## src/rtl/hud_number_renderer.sv

```systemverilog
// hud_number_renderer
// Draws N_FIELDS unsigned numeric fields into an RGB565 framebuffer as
// DIGITS-wide decimal numbers using an external 8x16 1bpp digit ROM.
// Only fields whose value changed since they were last drawn (or that
// were forced by reset/refresh) are redrawn.
//
// Ports
//   clk_i          sole clock, rising edge
//   rst_i          synchronous active-high reset
//   values_i       packed field values, field f at [f*VALUE_W +: VALUE_W]
//   refresh_i      single-cycle request to redraw every field
//   glyph_addr_o   {digit[3:0], row[3:0]} into the digit ROM
//   glyph_row_i    ROM row data, one cycle after glyph_addr_o, bit 7 leftmost
//   dst_addr_o     framebuffer pixel address
//   dst_data_o     pixel colour
//   dst_wr_o       pixel write request
//   dst_ready_i    sink accepts the write when dst_wr_o & dst_ready_i
//   busy_o         high whenever the renderer is not idle
//   frame_done_o   one-cycle pulse once all dirty fields have been drawn
module hud_number_renderer #(
    parameter int          N_FIELDS = 6,
    parameter int          DIGITS   = 4,
    parameter int          VALUE_W  = 16,
    parameter int          FB_W     = 640,
    parameter int          FIELD_X0 = 16,
    parameter int          FIELD_Y0 = 16,
    parameter int          FIELD_DY = 24,
    parameter logic [15:0] FG_COLOR = 16'hFFFF,
    parameter logic [15:0] BG_COLOR = 16'h0000
) (
    input  logic                         clk_i,
    input  logic                         rst_i,
    input  logic [N_FIELDS*VALUE_W-1:0]  values_i,
    input  logic                         refresh_i,
    output logic [7:0]                   glyph_addr_o,
    input  logic [7:0]                   glyph_row_i,
    output logic [18:0]                  dst_addr_o,
    output logic [15:0]                  dst_data_o,
    output logic                         dst_wr_o,
    input  logic                         dst_ready_i,
    output logic                         busy_o,
    output logic                         frame_done_o
);

    localparam int FW = (N_FIELDS > 1) ? $clog2(N_FIELDS) : 1;
    localparam int DW = (DIGITS > 1) ? $clog2(DIGITS) : 1;
    localparam int CW = (VALUE_W > 1) ? $clog2(VALUE_W) : 1;
    localparam int BW = DIGITS * 4;

    function automatic logic [63:0] pow10(input int n);
        logic [63:0] p;
        p = 64'd1;
        for (int i = 0; i < n; i++) begin
            p = p * 64'd10;
        end
        return p;
    endfunction

    // Smallest value that no longer fits in DIGITS decimal positions.
    localparam logic [63:0] DEC_LIMIT = pow10(DIGITS);

    typedef enum logic [2:0] {
        IDLE, SCAN, CONV, FETCH, WAIT, EMIT, NEXT
    } state_t;

    state_t               state_q, state_d;
    logic [FW-1:0]        field_q, field_d;
    logic [VALUE_W-1:0]   snap_q, snap_d;
    logic                 sat_q, sat_d;
    logic [VALUE_W-1:0]   shift_q, shift_d;
    logic [BW-1:0]        bcd_q, bcd_d;
    logic [CW-1:0]        convCnt_q, convCnt_d;
    logic [DW-1:0]        digit_q, digit_d;
    logic [3:0]           row_q, row_d;
    logic [2:0]           col_q, col_d;
    logic [7:0]           rowData_q, rowData_d;
    logic                 drewAny_q, drewAny_d;
    logic [N_FIELDS-1:0]  forceFlag_q, forceFlag_d;
    logic [VALUE_W-1:0]   shadow_q [N_FIELDS];
    logic                 shadowWe;
    logic                 frameDone;

    logic [N_FIELDS-1:0]  dirty;
    logic                 anyDirty;
    logic [FW-1:0]        pickIdx;
    logic [VALUE_W-1:0]   pickValue;

    logic [BW-1:0]        bcdAdj;
    logic                 leadZero;
    logic [3:0]           curNib;
    logic                 curBlank;

    logic [31:0]          pixRow;
    logic [31:0]          pixCol;
    logic [18:0]          pixAddr;
    logic [15:0]          pixColor;

    // Dirty detection: a field needs drawing when its live value differs
    // from what was last drawn or when it has been forced. Scanning from the
    // top down leaves the lowest-index dirty field selected.
    always_comb begin
        dirty     = '0;
        pickIdx   = '0;
        pickValue = '0;
        for (int f = N_FIELDS - 1; f >= 0; f--) begin
            dirty[f] = (values_i[f*VALUE_W +: VALUE_W] != shadow_q[f]) || forceFlag_q[f];
            if (dirty[f]) begin
                pickIdx   = FW'(f);
                pickValue = values_i[f*VALUE_W +: VALUE_W];
            end
        end
        anyDirty = |dirty;
    end

    // Double-dabble add-3 correction applied to every BCD nibble before the
    // shift. Overflow above DIGITS digits is dropped here; saturation covers it.
    always_comb begin
        bcdAdj = '0;
        for (int i = 0; i < DIGITS; i++) begin
            if (bcd_q[i*4 +: 4] >= 4'd5) begin
                bcdAdj[i*4 +: 4] = bcd_q[i*4 +: 4] + 4'd3;
            end else begin
                bcdAdj[i*4 +: 4] = bcd_q[i*4 +: 4];
            end
        end
    end

    // Glyph for the digit position being drawn. A position is blanked while
    // it and every more significant digit are zero, except the last position
    // so that zero still shows a single '0'. Saturation overrides everything.
    always_comb begin
        leadZero = 1'b1;
        curNib   = 4'd0;
        curBlank = 1'b0;
        for (int d = 0; d < DIGITS; d++) begin
            if (bcd_q[(DIGITS-1-d)*4 +: 4] != 4'd0) begin
                leadZero = 1'b0;
            end
            if (int'(digit_q) == d) begin
                curNib   = bcd_q[(DIGITS-1-d)*4 +: 4];
                curBlank = leadZero && (d != DIGITS - 1);
            end
        end
        if (sat_q) begin
            curNib   = 4'd9;
            curBlank = 1'b0;
        end
    end

    // Pixel address and colour for the current field/digit/row/column.
    // Wrapping to 19 bits is intentional: the framebuffer address is modular.
    always_comb begin
        pixRow   = 32'(FIELD_Y0) + 32'(field_q) * 32'(FIELD_DY) + 32'(row_q);
        pixCol   = 32'(FIELD_X0) + 32'(digit_q) * 32'd8 + 32'(col_q);
        pixAddr  = 19'(pixRow * 32'(FB_W) + pixCol);
        pixColor = (!curBlank && rowData_q[3'd7 - col_q]) ? FG_COLOR : BG_COLOR;
    end

    // Next-state and datapath control. Row/digit counters are advanced on
    // leaving EMIT so that they already point at the next glyph row during
    // FETCH. Counters only move on an accepted write, which keeps the write
    // outputs frozen through any stall.
    always_comb begin
        state_d     = state_q;
        field_d     = field_q;
        snap_d      = snap_q;
        sat_d       = sat_q;
        shift_d     = shift_q;
        bcd_d       = bcd_q;
        convCnt_d   = convCnt_q;
        digit_d     = digit_q;
        row_d       = row_q;
        col_d       = col_q;
        rowData_d   = rowData_q;
        drewAny_d   = drewAny_q;
        forceFlag_d = forceFlag_q;
        shadowWe    = 1'b0;
        frameDone   = 1'b0;

        case (state_q)
            IDLE: begin
                if (anyDirty) begin
                    state_d = SCAN;
                end
            end
            SCAN: begin
                if (anyDirty) begin
                    field_d              = pickIdx;
                    snap_d               = pickValue;
                    sat_d                = (64'(pickValue) >= DEC_LIMIT);
                    shift_d              = pickValue;
                    bcd_d                = '0;
                    convCnt_d            = '0;
                    forceFlag_d[pickIdx] = 1'b0;
                    state_d              = CONV;
                end else begin
                    frameDone = drewAny_q;
                    drewAny_d = 1'b0;
                    state_d   = IDLE;
                end
            end
            CONV: begin
                bcd_d   = BW'({bcdAdj, shift_q[VALUE_W-1]});
                shift_d = shift_q << 1;
                if (convCnt_q == CW'(VALUE_W - 1)) begin
                    digit_d = '0;
                    row_d   = '0;
                    col_d   = '0;
                    state_d = FETCH;
                end else begin
                    convCnt_d = convCnt_q + 1'b1;
                end
            end
            FETCH: begin
                state_d = WAIT;
            end
            WAIT: begin
                rowData_d = glyph_row_i;
                state_d   = EMIT;
            end
            EMIT: begin
                if (dst_ready_i) begin
                    if (col_q == 3'd7) begin
                        col_d = '0;
                        if (row_q == 4'd15) begin
                            row_d = '0;
                            if (digit_q == DW'(DIGITS - 1)) begin
                                state_d = NEXT;
                            end else begin
                                digit_d = digit_q + 1'b1;
                                state_d = FETCH;
                            end
                        end else begin
                            row_d   = row_q + 1'b1;
                            state_d = FETCH;
                        end
                    end else begin
                        col_d = col_q + 1'b1;
                    end
                end
            end
            NEXT: begin
                shadowWe  = 1'b1;
                drewAny_d = 1'b1;
                state_d   = SCAN;
            end
            default: begin
                state_d = IDLE;
            end
        endcase

        // A refresh wins over the flag clear in SCAN so no request is lost.
        if (refresh_i) begin
            forceFlag_d = '1;
        end
    end

    // State and datapath registers. Reset forces every field so the whole
    // HUD is redrawn once the renderer comes out of reset.
    always_ff @(posedge clk_i) begin
        if (rst_i) begin
            state_q     <= IDLE;
            field_q     <= '0;
            snap_q      <= '0;
            sat_q       <= 1'b0;
            shift_q     <= '0;
            bcd_q       <= '0;
            convCnt_q   <= '0;
            digit_q     <= '0;
            row_q       <= '0;
            col_q       <= '0;
            rowData_q   <= '0;
            drewAny_q   <= 1'b0;
            forceFlag_q <= '1;
        end else begin
            state_q     <= state_d;
            field_q     <= field_d;
            snap_q      <= snap_d;
            sat_q       <= sat_d;
            shift_q     <= shift_d;
            bcd_q       <= bcd_d;
            convCnt_q   <= convCnt_d;
            digit_q     <= digit_d;
            row_q       <= row_d;
            col_q       <= col_d;
            rowData_q   <= rowData_d;
            drewAny_q   <= drewAny_d;
            forceFlag_q <= forceFlag_d;
        end
    end

    // Shadow copies of the last drawn values. They are deliberately not
    // cleared by reset: the forced redraw makes their content irrelevant,
    // and a field abandoned by reset must not be recorded as drawn.
    always_ff @(posedge clk_i) begin
        if (!rst_i && shadowWe) begin
            shadow_q[field_q] <= snap_q;
        end
    end

    assign glyph_addr_o = {curNib, row_q};
    assign dst_wr_o     = (state_q == EMIT);
    assign dst_addr_o   = (state_q == EMIT) ? pixAddr : 19'd0;
    assign dst_data_o   = (state_q == EMIT) ? pixColor : 16'd0;
    assign busy_o       = (state_q != IDLE);
    assign frame_done_o = frameDone;

endmodule

```

## config.mk

```make
export PLATFORM = sky130hd
export DESIGN_NAME = hud_number_renderer
export DESIGN_NICKNAME = d
export VERILOG_FILES = /design/src/rtl/hud_number_renderer.sv
export SDC_FILE = /design/constraint.sdc
export NUM_CORES = 1
export LEC_CHECK = 0
export ABC_AREA = 1
export CAP_MARGIN = 30
export CORE_MARGIN = 5
export CORE_UTILIZATION = 55
export CTS_BUF_LIST = sky130_fd_sc_hd__clkbuf_8
export CTS_CLUSTER_DIAMETER = 80
export DETAILED_ROUTE_END_ITERATION = 8
export PLACE_DENSITY_LB_ADDON = 0.12
export RECOVER_POWER = 100
export REMOVE_ABC_BUFFERS = 1
export SYNTH_ARGS = -nofsm -noshare
export SYNTH_HDL_FRONTEND = slang
export SYNTH_SLANG_ARGS = --single-unit
```

## constraint.sdc

```tcl
create_clock -name clk_i -period 4.35 [get_ports clk_i]
set_input_delay 0.435 -clock clk_i [delete_from_list [all_inputs] [get_ports clk_i]]
set_output_delay 0.435 -clock clk_i [all_outputs]
set_load 0.1 [all_outputs]
```

[Word level (Yosys, flattened, before mapping)]
Memories as Yosys holds them, arrays and structs flattened.
Index checks and enable logic that the tools add are counted.
Widths: inputs -> output; s select.
Operators by class
  bitwise logic cells: 2
  reductions and logical operators: 30
  multipliers: 2
  add/sub/neg operators: 14
  muxes and demuxes: 73
  equal/unequal tests: 28
  order comparisons: 8
Operators by type and width (count)
  $mux 16: 10
  $ne 16x16->1: 6
  $pmux 16 s2: 2
  $mux 4: 14
  $mux 3: 16
  $pmux 3 s7: 1
  $add 19x7->19: 1
  $mux 19: 1
  $ge 16x14->1 const B: 1
  $ge 4x3->1 const B: 4
  $mux 1: 16
  $pmux 4 s2: 2
  $add 4x2->4 const B: 3
  $eq 3x3->1 const B: 4
  $mul 10x3->12 const B: 1
  $mux 2: 6
  $ne 2x2->1 const B: 6
  $reduce_bool 4->1: 3
  $add 9x4->10: 1
  $add 5x8->9 const A: 1
  $add 4x1->4 const B: 2
  $eq 4x4->1 const B: 2
  $lt 3x4->1 const B: 2
  $reduce_and 4->1: 2
  32 further kinds: 50
Storage, ports and cells
  output and inout port bits: 46
  word-level logic and storage cells: 171
  RAM bits: 96
  memories kept: 1
  register bits: 83
  input bits: 108
Memory list
  shadow_q: depth 6, bits a word 16, rd ports 6, clocked after Yosys merged registers in 0, wr ports 1, RTL line 79  | logic [VALUE_W-1:0] shadow_q [N_FIELDS];

[Logic depth before layout (Yosys ltp)]
Gate-level depths: netlist of the first run.
An unclocked memory read counts as a cell.
  word-level depth: 15
  depth in mapped cells: 19

[Worst setup path before layout of the first run]
Ideal clock, no wire load.
  kind: flip-flop to output port
  start point: register digit_q[1]
  end point: output port dst_data_o[10]
  stages on the path, launching flop included: 10
  path buffers: 1
  setup slack: -4.397 ns
  arrival time: 8.312 ns
  cell sequence: dfxtp_1 inv_1 ha_1 inv_1 nand2_1 o21ai_0 a21oi_1 nor4_1 a2111oi_0 buf_4
On the way
  longest elaborated chain between the ends: 10
  elaborated cells on any way between the ends: 13
  those cells by class: eq/ne: 3; mux: 7; reduce/logical: 3
RTL lines
  from (decl): RTL line 73  | logic [DW-1:0] digit_q, digit_d;
  from (signal assigned): RTL line 283  | digit_q <= digit_d;
  $logic_not 2->1: RTL line 139  | if (int'(digit_q) == d) begin
  $mux 1 (3 in a row): RTL line 139
  $mux 1 *: RTL line 139
  $mux 1 *: RTL line 144  | if (sat_q) begin
  $logic_not 1->1 *: RTL line 156  | pixColor = (!curBlank && rowData_q[3'd7 - col_q]) ? FG_COLOR : BG_COLOR;
  $logic_and 1x1->1 *: RTL line 156
  $mux 16 *: RTL line 156
  $mux 16 *: RTL line 304  | assign dst_data_o = (state_q == EMIT) ? pixColor : 16'd0;
  to (decl): RTL line 38  | output logic [15:0] dst_data_o,
Mark *: on every way between the ends. The rest lies on a longest branch, timed or not.

[Worst setup path in the final report of the first run]
  start point: register field_q[1]
  end point: output port dst_addr_o[17]
On the way
  longest elaborated chain between the ends: 6
RTL lines
  from (decl): RTL line 67  | logic [FW-1:0] field_q, field_d;
  from (signal assigned): RTL line 277  | field_q <= field_d;
  $mul 3x2->5: RTL line 153  | pixRow = 32'(FIELD_Y0) + 32'(field_q) * 32'(FIELD_DY) + 32'(row_q);
  $add 5x8->9: RTL line 153
  $add 9x4->10: RTL line 153
  $mul 10x3->12: RTL line 155  | pixAddr = 19'(pixRow * 32'(FB_W) + pixCol);
  $add 19x7->19: RTL line 155
  $mux 19: RTL line 303  | assign dst_addr_o = (state_q == EMIT) ? pixAddr : 19'd0;
  to (decl): RTL line 37  | output logic [18:0] dst_addr_o,
Every way passes these cells.

==> results of run 1 <==
[worst max-delay path, cell delays in order (launching register included)]
cell and delay, ns:
dfxtp_2 0.39, ha_2 0.21, fa_1 0.43, buf_4 0.17, xnor2_4 0.18, ha_4 0.24, ha_4 0.24, inv_1 0.05
nor2_1 0.06, nor2_1 0.13, nor2_2 0.06, o21ai_1 0.12, nand2_1 0.08, nand2_1 0.06, inv_1 0.05, nor2_1 0.08
nor2_1 0.05, nor2_2 0.13, o21ai_1 0.08, a21oi_2 0.14, buf_6 0.23
[per-stage QoR]
| step | instance area (µm²) | worst slack [ns] | power [mW] | utilization, % | TNS [ns] |
|---|---|---|---|---|---|
| floorplan | 9820 | -69.74 | 3.17 | - | -1118.11 |
| global placement | 11800 | 0.560 | 3.65 | 65.3 | 0 |
| detailed placement | 11800 | 0.444 | 3.67 | 65.3 | 0 |
| CTS | 12200 | 0.0160 | 4.90 | 67.9 | 0 |
| global route | 12100 | 0.0363 | 5.11 | 67.4 | 0 |
| finish | 12100 | 0.282 | 4.86 | 67.4 | 0 |
[flip-flops by register name, summed over array words and instances, names as in the netlist]
signal       count
forceFlag_q      6
convCnt_q        4
rowData_q        8
bcd_q           16
field_q          3
row_q            4
sat_q            1
state_q          3
digit_q          2
shift_q         16
col_q            3
snap_q          16
shadow_q        96
drewAny_q        1
[cell type report]
type                       instances  share of cell area (%)
antenna                            1                  0.0206
clock buffer                      17                    1.93
clock inverter                    15                    1.51
inverter                         195                    6.05
multi-input combinational        862                    38.0
sequential                       179                    37.5
tap                              229                    2.36
timing repair buffer             172                    12.7
[cells by family (layout without fill, tap and decap cells)]
logic type / count (synthesis) / in the layout / synth area share, %
XOR/XNOR: 44 / 44 / 3.82
AND/OR/NAND/NOR: 507 / 507 / 21.2
AO/OA/AOI/OAI: 268 / 268 / 14.6
adder cells (fa/ha/maj): 42 / 42 / 5.36
buffers and inverters: 242 / 399 / 9.97
flip-flops: 179 / 179 / 45.0
other: 1 / 2 / 0.0372
[metal layers]
| layer | share of wire, % | track usage [%] | vias up |
|---|---|---|---|
| li1 | - | - | 4467 |
| met1 | 42 | 31.8 | 4106 |
| met2 | 49 | 42.4 | 298 |
| met3 | 6.9 | 4.70 | 50 |
| met4 | 2.4 | 8.58 | 0 |
| met5 | 0 | 0 | - |
[timing repair]
item                                   CTS  global route
buffers inserted                         1             3
resized for setup                        6            16
setup endpoints to repair                1             3
endpoints found under the hold margin    0             0
pin swaps                                1             4
[cells in the mapped netlist, types with 3 or more instances]
cell / count / share of area [%]
nand2_1: 284 / 11
inv_1: 181 / 6.7
nor2_1: 133 / 4.9
a21oi_1: 130 / 6.4
edfxtp_1: 96 / 29
dfxtp_1: 83 / 16
o21ai_0: 78 / 3.9
ha_1: 40 / 5.0
nand3_1: 35 / 1.7
xnor2_1: 26 / 2.3
buf_4: 19 / 1.4
clkbuf_1: 18 / 0.67
xor2_1: 18 / 1.6
nor3_1: 14 / 0.69
nand4_1: 11 / 0.68
or2_2: 11 / 0.68
o22ai_1: 10 / 0.62
o21ai_1: 9 / 0.45
inv_2: 8 / 0.30
a211oi_1: 7 / 0.52
buf_2: 7 / 0.35
o211ai_1: 7 / 0.52
clkinv_1: 5 / 0.19
o221ai_1: 5 / 0.43
a221oi_1: 4 / 0.35
a31oi_1: 4 / 0.25
nand3_2: 4 / 0.40
a22oi_1: 3 / 0.22
nor2_2: 3 / 0.19
nor2_4: 3 / 0.33
[worst max-delay path by stage]
stage	to	slack (ns)	depth (start not counted)
2_1_floorplan	dst_data_o[0]	-69.74	6
3_3_place_gp	dst_addr_o[17]	0.56	20
3_5_place_dp	dst_addr_o[17]	0.44	20
4_1_cts	dst_addr_o[17]	0.02	20
5_1_grt	shift_q[1]	0.04	17
6_report	dst_addr_o[17]	0.28	20
[power by group through the flow]
stage	clock [mW]	sequential, mW	combinational [mW]
floorplan	0	2.24	0.932
global placement	0	2.22	1.43
detailed placement	0	2.22	1.45
CTS	1.25	2.19	1.47
global route	1.31	2.22	1.59
finish	1.24	2.19	1.44
==> reports/results.txt, run 1 <==
Synthesized flop and latch total -> 179
Setup repair after global routing missed its margin -> no
Worst r2r path cells -> 15
Fin Hold WS -> 0.458 ns
DR vias -> 8921
Comb pwr share -> 29.6%
Wire per inst -> 15.8 µm
Core Area -> 0.0180 mm²
Final cell count without fillers -> 1670
Htree depth -> 4
Initial DRT Pass Iterations -> 5
TritonCTS clock tree -> yes
Cell area after synthesis -> 0.0101 mm²
Worst Path Required -> 3.91 ns
Sw power -> 1.80 mW
Crit path max fanout -> 5
Post-synthesis average cell area -> 7.86 µm²
IO Count -> 154
GRT overflow -> 0
Sequential power share -> 45.0%
CP Launch Point -> field_q[1]
P_leak -> 5.19 nW
Max IR drop VDD -> 0.000617 V
Cell count after synthesis -> 1283
Final Hold Vio Count -> 0
Vias in the first global route -> 8700
HP Class -> flip-flop to flip-flop
I/O Buffers -> 152
Clock transition at path regs -> 0.08 ns
Slew margin rel. -> 23.3%
Maxcap violations -> 0
Root buf cell -> clkbuf_8
Design internal power -> 3.06 mW
Worst r2r src -> shadow_q[4][10]
Hold Path Sink -> forceFlag_q[0]
Sw Share -> 37.0%
Setup Skew -> 0.0174 ns
Initial Utilization -> 56.0%
Setup violators final -> 0
RePlAce Congestion -> 0.928
R2R Path End -> shift_q[1]
Clock Path Buffers -> 2
Die X -> 145 µm
First-pass GRT wire length -> 43200 µm
Async SR Flop Fraction -> 0%
Critical path endpoint category -> primary output
R2R Setup Slk -> 0.57 ns
Tot GR Track Use -> 24.9%
Multi-input gate area -> 0.00461 mm²
Initial antenna violation count -> 1
Final ANT Viol Nets -> 0
Largest net degree at the start of global routing -> 46
EDFF count, synth -> 96
Hold buffers post-CTS -> 0
HP Start -> forceFlag_q[0]
Final #Nets -> 1577
DRC Markers -> 0
Worst slew pin tran -> 1.16 ns
Status -> completed
Area delta synth->final -> 20.3%
YS warnings -> 0
Vias per Instance -> 5.34
Die ar. -> 0.0212 mm²
CP Launch Type -> flip-flop
Die height -> 145 µm
Share of layout cells above drive strength 1 -> 7.78%
CP Class -> flip-flop to primary output
Final wirelength -> 26400 µm
TritonCTS Sinks -> 179
Cell Pwr Density -> 401 mW/mm²
Register area -> 0.00455 mm²
Top_reg_cell synth -> edfxtp_1
Dpl cells -> 1633
CTS Buf Count -> 17
Arrival @ worst endpoint -> 3.63 ns
Fin. max-slew vios -> 0
Most common cell after layout, fill and taps aside -> nand2_1
Period utilization -> 93.5%
# fillers -> 1592
Seq/Total Area, Yosys -> 45.0%
Clock power frac -> 25.4%
Initial drt markers -> 698
Most frequent cells in the layout -> nand2_1, inv_1, nor2_1
Final min period -> 4.07 ns
Post-synth cell types -> 53
Fmax -> 246 MHz
WHS Path Cells -> 2
FP Rows -> 49
Detail Placement HPWL -> 19900 µm
Clk_lat worst skew -> 0.47 ns
Note: power is estimated with default switching activity, not from simulation.
==> run 2: changes to the inputs <==
- SETUP_SLACK_MARGIN: default -> 0.02
- SLEW_MARGIN: default -> 15
==> results of run 2 <==
Final layout, timing and power as in run 1 (identical DEF).
Main changes from that run: number of gates resized after CTS 6 -> 7
==> run 3: changes to the inputs <==
- CORE_UTILIZATION: 55 -> 56
- CTS_CLUSTER_SIZE: default -> 12
==> reports/results.txt, run 3 (same netlist as run 1, synthesis figures left out) <==
# fillers -> 1511
Fmax -> 242 MHz
Dpl cells -> 1632
Wire per inst -> 15.9 µm
IO Count -> 154
Setup Skew -> 0.0105 ns
Critical Path Max Stage Delay -> 0.56 ns
Sw power -> 1.81 mW
Status -> completed
Setup TNS -> 0 ns
Initial DRT Pass Iterations -> 5
HP Start -> forceFlag_q[0]
TritonCTS Sinks -> 179
Setup violators final -> 0
Final cell count without fillers -> 1669
Pre-CTS setup slack -> 0.408 ns
GRT overflow -> 0
Root buf cell -> clkbuf_8
Die X -> 144 µm
Initial Utilization -> 56.6%
Share of layout cells above drive strength 1 -> 7.57%
Arrival @ worst endpoint -> 3.70 ns
Most common cell after layout, fill and taps aside -> nand2_1
Placed cell area -> 0.0118 mm²
CP max-delay cell -> fa_2
Max IR drop VDD -> 0.000484 V
Hold Path Sink -> forceFlag_q[0]
DRC Markers -> 0
P_leak -> 5.19 nW
Period utilization -> 94.9%
Final ANT Viol Nets -> 0
Initial drt markers -> 783
RePlAce Congestion -> 0.899
CP Launch Type -> flip-flop
Clock Path Buffers -> 2
Vias per Instance -> 5.30
Worst r2r src -> shadow_q[4][1]
Crit path max fanout -> 4
DR vias -> 8854
Clock transition at path regs -> 0.09 ns
Antenna diodes -> 0
Sequential power share -> 45.1%
CP Buf/Inv Count -> 5
Final #Nets -> 1577
Final Hold Vio Count -> 0
Clk_lat worst skew -> 0.47 ns
R2R Setup Slk -> 0.60 ns
Number of flip-flops in the largest register -> 96
Biggest register -> shadow_q
HP Class -> flip-flop to flip-flop
CP Class -> flip-flop to primary output
Design internal power -> 3.06 mW
Worst Path Required -> 3.91 ns
Comb pwr share -> 29.5%
Final min period -> 4.13 ns
Final wirelength -> 26500 µm
TritonCTS clock tree -> yes
Htree depth -> 4
Cell Pwr Density -> 400 mW/mm²
I/O Buffers -> 152
Die height -> 144 µm
Crit-path leading delay family -> adder cells
Area delta synth->final -> 20.4%
Fin. max-slew vios -> 0
Maxcap violations -> 0
FP Rows -> 49
Die ar. -> 0.0208 mm²
Post-route cell area -> 0.0122 mm²
Worst slew pin tran -> 1.16 ns
Core Area -> 0.0178 mm²
Worst r2r path cells -> 15
Crit path cell chain -> ha_4, fa_2, inv_2, a21oi_2, xnor2_1, inv_1, ha_4, ha_4, inv_2, nor2_1, o21ai_1, nand2_1, nand2_1, inv_1, nor2_1, nor2_1, nor2_2, o21ai_2, a21oi_2, buf_12
CTS Buf Count -> 17
Detail Placement HPWL -> 20100 µm
Critical path endpoint category -> primary output
R2R Path End -> shift_q[1]
Clock power frac -> 25.3%
Slew margin rel. -> 23.0%
First-pass GRT wire length -> 41700 µm
Initial antenna violation count -> 0
Overall power -> 4.86 mW
Most frequent cells in the layout -> nand2_1, inv_1, nor2_1
WHS Path Cells -> 2
Largest net degree at the start of global routing -> 46
Vias in the first global route -> 8458
Sw Share -> 37.1%
Hold buffers post-CTS -> 0
Final worst setup slack -> 0.220 ns
Tot GR Track Use -> 25.5%
==> run 3: changes by cell type in the layout (fill, tap and decap cells not counted), moves of 2 or more <==
| cell | before | now |
|---|---|---|
| inv_4 | 5 | 3 |
| xor2_2 | 2 | 0 |
| buf_12 | 1 | 3 |
| clkinvlp_4 | 0 | 3 |
| inv_1 | 183 | 185 |
| xor2_1 | 16 | 18 |
==> run 3: per-layer routing <==
layer / global-route usage (%) / part of all wire (%) / vias up
met5: 0 / 0 / -
li1: - / - / 4472
met2: 44.3 / 49 / 333
met1: 33.1 / 41 / 4008
met3: 3.57 / 7.6 / 41
met4: 8.44 / 2.2 / 0
==> run 3: worst max path at each step <==
| stage | start | end | slack (ns) | cells after the start |
|---|---|---|---|---|
| finish | field_q[1] | dst_addr_o[17] | 0.22 | 20 |
| detailed placement | field_q[0] | dst_addr_o[17] | 0.41 | 20 |
| global route | field_q[1] | dst_addr_o[17] | -0.06 | 20 |
| CTS | field_q[0] | dst_addr_o[17] | 0.03 | 19 |
| floorplan | state_q[2] | dst_data_o[0] | -69.74 | 6 |
| global placement | field_q[0] | dst_addr_o[17] | 0.55 | 20 |
==> run 3: repair_timing <==
item | in CTS | in global routing
resized for setup | 6 | 13
pin swaps | 1 | 8
setup buffers | 0 | 5
endpoints found under the setup margin | 2 | 3
==> run 3: metrics by stage <==
step                hold slack, ns  utilization (%)
finish                       0.459             68.1
global route                 0.488             68.1
CTS                          0.461             68.6
detailed placement           0.445             66.0
global placement             0.441             66.0
floorplan                    0.420                -
==> run 3: cell type report <==
cell class	count	area, µm²	area share [%]
clock inverters	15	189	1.55
clock buffers	17	234	1.93
well taps	229	287	2.36
inverters	195	734	6.04
multi-input cells	862	4590	37.8
repair buffers	172	1570	12.9
flip-flops and latches	179	4550	37.5
==> run 3: worst min-delay path, stage by stage, from the launching register on <==
cell	delay, ns
dfxtp_1	0.32
nand2_1	0.06
nand2_1	0.04
==> run 3: power by group through the flow <==
stage	combinational [mW]	sequential [mW]	clock (mW)
after floorplan	0.932	2.24	0
after global placement	1.43	2.22	0
after detailed placement	1.45	2.23	0
after CTS	1.46	2.19	1.24
after global routing	1.58	2.22	1.32
final	1.44	2.19	1.23
